File: src/rtl/bsg_axil_fifo_pkt_arbiter.sv
// Round-robin packet arbiter: grants one requester at a time to the host-bound FIFO slot for a
// whole fixed-length packet, gated by downstream credits. BSG_FIFO_PKT_ARB_STATS_EN adds counters.
module bsg_axil_fifo_pkt_arbiter #(
  parameter int unsigned num_req_p   = 4,
  parameter int unsigned width_p     = 32,
  parameter int unsigned pkt_words_p = 4,
  parameter int unsigned credits_p   = 16,
  localparam int unsigned IdW        = (num_req_p > 1) ? $clog2(num_req_p) : 1,
  localparam int unsigned CredW      = $clog2(credits_p + 1),
  localparam int unsigned CntW       = $clog2(pkt_words_p + 1)
) (
  input  logic                         clk_i,
  input  logic                         reset_n_i,
  input  logic [num_req_p-1:0]         req_v_i,
  input  logic [num_req_p*width_p-1:0] req_data_i,
  output logic [num_req_p-1:0]         req_yumi_o,
  output logic                         fifo_v_o,
  output logic [width_p-1:0]           fifo_data_o,
  input  logic                         fifo_ready_i,
  input  logic                         credit_return_i,
  output logic                         busy_o,
  output logic [IdW-1:0]               grant_id_o,
  output logic [CredW-1:0]             credits_o,
  output logic [num_req_p*32-1:0]      pkt_count_o
);

  localparam int unsigned SumW = CredW + 1;

  if (num_req_p < 2) begin : g_bad_num_req
    $fatal(1, "bsg_axil_fifo_pkt_arbiter: num_req_p must be >= 2");
  end
  if (credits_p < pkt_words_p) begin : g_bad_credits
    $fatal(1, "bsg_axil_fifo_pkt_arbiter: credits_p must be >= pkt_words_p");
  end

  typedef enum logic [0:0] {StIdle, StSend} state_e;

  state_e           state_q, state_d;
  logic [IdW-1:0]   grant_q, grant_d;
  logic [CredW-1:0] credits_q, credits_d;
  logic [CntW-1:0]  word_q, word_d;

  logic             found, elig, hs, last_hs;
  logic [IdW-1:0]   sel, idx;
  logic [SumW-1:0]  cred_sum;

  // Search starts just after the last grant and wraps, giving round-robin fairness.
  always_comb begin
    found = 1'b0;
    sel   = grant_q;
    idx   = grant_q;
    for (int unsigned i = 1; i <= num_req_p; i++) begin
      idx = IdW'((32'(grant_q) + i) % num_req_p);
      if (!found && req_v_i[idx]) begin
        found = 1'b1;
        sel   = idx;
      end
    end
  end

  assign elig        = (state_q == StIdle) && (credits_q >= CredW'(pkt_words_p)) && found;
  assign fifo_v_o    = (state_q == StSend) && req_v_i[grant_q];
  assign fifo_data_o = req_data_i[32'(grant_q)*width_p +: width_p];
  assign hs          = fifo_v_o && fifo_ready_i;
  assign last_hs     = hs && (word_q == CntW'(pkt_words_p - 1));
  assign busy_o      = (state_q == StSend);
  assign grant_id_o  = grant_q;
  assign credits_o   = credits_q;

  always_comb begin
    req_yumi_o          = '0;
    req_yumi_o[grant_q] = hs;
  end

  always_comb begin
    state_d = state_q;
    grant_d = grant_q;
    word_d  = word_q;
    unique case (state_q)
      StIdle: begin
        if (elig) begin
          state_d = StSend;
          grant_d = sel;
          word_d  = '0;
        end
      end
      StSend: begin
        if (hs) begin
          word_d = word_q + CntW'(1);
          if (last_hs) begin
            state_d = StIdle;
            word_d  = '0;
          end
        end
      end
      default: state_d = StIdle;
    endcase
  end

  // Grant debit and return credit apply together; an overfull pool clamps at credits_p.
  always_comb begin
    cred_sum  = {1'b0, credits_q} + SumW'(credit_return_i)
              - (elig ? SumW'(pkt_words_p) : SumW'(0));
    credits_d = (cred_sum > SumW'(credits_p)) ? CredW'(credits_p) : cred_sum[CredW-1:0];
  end

  always_ff @(posedge clk_i) begin
    if (!reset_n_i) begin
      state_q   <= StIdle;
      grant_q   <= IdW'(num_req_p - 1);
      credits_q <= CredW'(credits_p);
      word_q    <= '0;
    end else begin
      state_q   <= state_d;
      grant_q   <= grant_d;
      credits_q <= credits_d;
      word_q    <= word_d;
    end
  end

`ifdef BSG_FIFO_PKT_ARB_STATS_EN
  for (genvar i = 0; i < num_req_p; i++) begin : g_stats
    logic [31:0] cnt_q, cnt_d;

    always_comb begin
      cnt_d = cnt_q;
      if (last_hs && (32'(grant_q) == i)) cnt_d = cnt_q + 32'd1;
    end

    always_ff @(posedge clk_i) begin
      if (!reset_n_i) cnt_q <= '0;
      else            cnt_q <= cnt_d;
    end

    assign pkt_count_o[i*32 +: 32] = cnt_q;
  end
`else
  assign pkt_count_o = '0;
`endif

  // A return into a full pool means downstream returned more than it was given.
  assert property (@(posedge clk_i) disable iff (!reset_n_i)
                   !(credit_return_i && !elig && (credits_q == CredW'(credits_p))))
    else $error("bsg_axil_fifo_pkt_arbiter: credit return while pool full");

endmodule

File: config.mk
export PLATFORM = sky130hd
export DESIGN_NAME = bsg_axil_fifo_pkt_arbiter
export DESIGN_NICKNAME = d
export VERILOG_FILES = /design/src/rtl/bsg_axil_fifo_pkt_arbiter.sv
export SDC_FILE = /design/constraint.sdc
export NUM_CORES = 1
export LEC_CHECK = 0
export CAP_MARGIN = 20
export CORE_AREA = 2 2 120 122
export CTS_CLUSTER_DIAMETER = 200
export DETAILED_ROUTE_END_ITERATION = 16
export DIE_AREA = 0 0 122 124
export HOLD_SLACK_MARGIN = 0.12
export MAX_ROUTING_LAYER = met4
export PLACE_DENSITY = 0.65
export SYNTH_ARGS = -nofsm -noshare
export SYNTH_HDL_FRONTEND = slang
export SYNTH_SLANG_ARGS = --single-unit
File: constraint.sdc
create_clock -name clk_i -period 2.9 [get_ports clk_i]
set_input_delay 0.58 -clock clk_i [delete_from_list [all_inputs] [get_ports clk_i]]
set_output_delay 0.58 -clock clk_i [all_outputs]
set_load 0.01 [all_outputs]
==> run metrics <==
outcome complete, no violations; Max-cap violations 0; DRC violations left 0; critical path class register to register; Max Slew Vio Count 0; gr ovfl total 0; 1st-iter DRT viols 62; worst hold path class register to register; number of port buffers 180; Post-Synth XOR/XNOR Area 0.652%; type of origin of the critical path register; detailed placement HPWL 8390 um; dominant cell type by area after synthesis buf_4; post-route minimum period 2760 ps; Slew @ Worst Pin 518 ps; final setup margin 139 ps; Finished Core Util about a third; Via density 3.73; sequential-to-total area share from yosys stat under 10%; Synth Warn # 0; achievable clock frequency between 0.3 and 0.4 GHz; post-synthesis compound-gate area fraction 6.43%; CTS tree built; num rows 43; worst hold slack 427 ps; vias in the first global route 2,246; Async SR Flop Fraction 0%; endpoint type of the worst setup path register; Post-Synth Simple-Gate Area 6.48%; first-pass GRT wire length 12,700 um; IO Count roughly 300; crit path DAT 2870 ps; Num CTS Buffers 3; area delta synth->final 67.1%; Final Hold Fails 0; RePlAce Congestion 0.908; leak pwr 0.00197 uW; Die X 122 um; H-tree depth 1; Overall Global Routing Usage 11.5%; Top FF cell, synth dfxtp_1; Reg clk slew, reported paths 40 ps; Synth Area in Adders 6.99%; CTS Root Cell clkbuf_16; Worst Path Required ~3000 ps; initial antenna violation count 2; Mapped Area 2690 um^2; Post-CTS Hold Fix Bufs 0; Yosys cell types 38; Post-synth EDFFs 0; Routed Antenna Nets 0; RSZ-0062 raised after global routing false; placed cells between 600 and 700; clock sink total 11; core area roughly 14,000 um^2; worst skew pair latency approximately 230 ps; Synth top area share about 37%; Cells after Synth around 270; DRT Pass-1 Iters 4; power density over the cells 680 nW/um^2; wire per inst 14.8 um; main combinational cell family by area after synthesis buffers and inverters; fin nets 608; synthesized area per cell roughly 10 um^2; Setup TNS 0 ps; CP max FO 5; Final Skew 1.72 ps; clk buf depth 2; mux contribution to synthesized area 31.7%; fin crit share 95.2%; drt total wl 9430 um; layout cells sized above 1 15.6%; max_slew headroom 65.5%; synthesized flop and latch total 11; top post-synthesis cells by area buf_4 (37%), mux4_2 (30%), dfxtp_1 (8.2%); Initial Util 19.6%; via count roughly 2,400; Layout Cells excl Fill 638; VDD IR max 0.000372 V; final setup violation count 0; Vert. Die Dim 124 um; largest net degree at the start of global routing 39; pre-CTS WS -540 ps; area of the die approximately 15,000 um^2
-- layout by cell type (no fill, tap or decap), types with 2 or more instances in the layout --
cell / Yosys / layout
o21ai_0: 2 / 2
nor3_1: 5 / 4
ha_4: 0 / 2
dfxtp_2: 0 / 2
nand3_1: 3 / 3
a21oi_2: 1 / 2
xor2_1: 2 / 2
a21boi_0: 2 / 2
a211o_1: 3 / 3
dlygate4sd2_1: 0 / 4
buf_4: 131 / 14
dlymetal6s2s_1: 0 / 4
a311oi_4: 1 / 2
mux4_2: 36 / 36
dfxtp_1: 11 / 9
clkdlybuf4s50_1: 0 / 171
clkbuf_16: 0 / 3
and2_1: 5 / 5
nand2b_1: 2 / 2
diode_2: 0 / 2
conb_1: 1 / 128
mux2i_1: 3 / 3
nand2_1: 9 / 9
inv_1: 10 / 10
ha_1: 15 / 12
a21o_1: 2 / 2
-- final timing paths --
kind	cells after the start	slack, ps	to	start
setup / recovery	10	140	credits_o[2]	credits_o[3]
hold / removal	2	430	word_q[2]	word_q[2]
setup reg to reg	10	140	credits_o[2]	credits_o[3]
hold reg to reg	2	430	word_q[2]	word_q[2]
-- final cells by class --
| cell class | instances | area (um^2) |
|---|---|---|
| clock buffer | 4 | 78.8 |
| timing repair buffer | 195 | 1930 |
| sequential | 11 | 223 |
| tap | 180 | 225 |
| inverter | 10 | 37.5 |
| antenna | 2 | 5.00 |
| fill | 1391 | 9230 |
| multi-input combinational | 236 | 1980 |
-- sequential cells by signal (all words and copies together) (netlist names) --
name        cells
busy_o          1
credits_o       5
grant_id_o      2
word_q          3
-- cell usage after synthesis (all sizes together), types with 2 or more instances --
master  count
a311oi      2
nand3       3
nor3        5
a21o        2
mux2i       3
xor2        2
nand2       9
and2        5
dfxtp      11
ha         15
nand2b      3
o21ai       3
o21bai      2
a21oi       3
a21boi      2
a211o       3
inv        10
clkbuf      3
buf       135
mux4       36
-- repair_timing --
| action | in CTS | in global routing |
|---|---|---|
| pin swaps | 7 | 11 |
| gates cloned | 0 | 0 |
| setup buffers | 1 | 1 |
| endpoints found under the setup margin | 10 | 9 |
| resized for setup | 13 | 12 |
-- metrics by stage --
stage / area (um^2) / total power [uW]
after floorplan: 3160 / 1740
after global placement: 4280 / 2610
after detailed placement: 4280 / 2650
after CTS: 4400 / 2960
after global routing: 4490 / 3270
final: 4490 / 3050
-- power by group --
group	switching (uW)	leakage [uW]	internal, uW	total (uW)
clock	63.2	0.0000382	184	247
sequential	51.1	0.0000897	196	247
combinational	1110	0.00184	1440	2560
total	1230	0.00197	1820	3050
-- critical path, cell delays in order, from the launching register on --
cell      delay, ps
dfxtp_1         360
inv_1            90
ha_1            220
a211o_1         310
ha_4            300
inv_1            50
ha_1            170
a211o_1         300
a211o_1         350
a311oi_4        390
nor3_1          100
-- cell families after synthesis --
logic type	Yosys count
adders and majority gates	15
other	1
and+or+nand+nor	31
DFF	11
buffers and inverters	148
AOI/OAI and AO/OA	20
muxes	40
xor gates and xnor gates	2
-- per-layer routing --
metal | global-route usage, % | share of wire (%) | up-vias
met4 | 2.59 | 1.6 | 0
met2 | 22.0 | 54 | 144
met5 | - | 0 | -
met1 | 12.2 | 35 | 1144
met3 | 2.43 | 8.8 | 8
li1 | - | - | 1081
(Power assumes the default switching activity.)
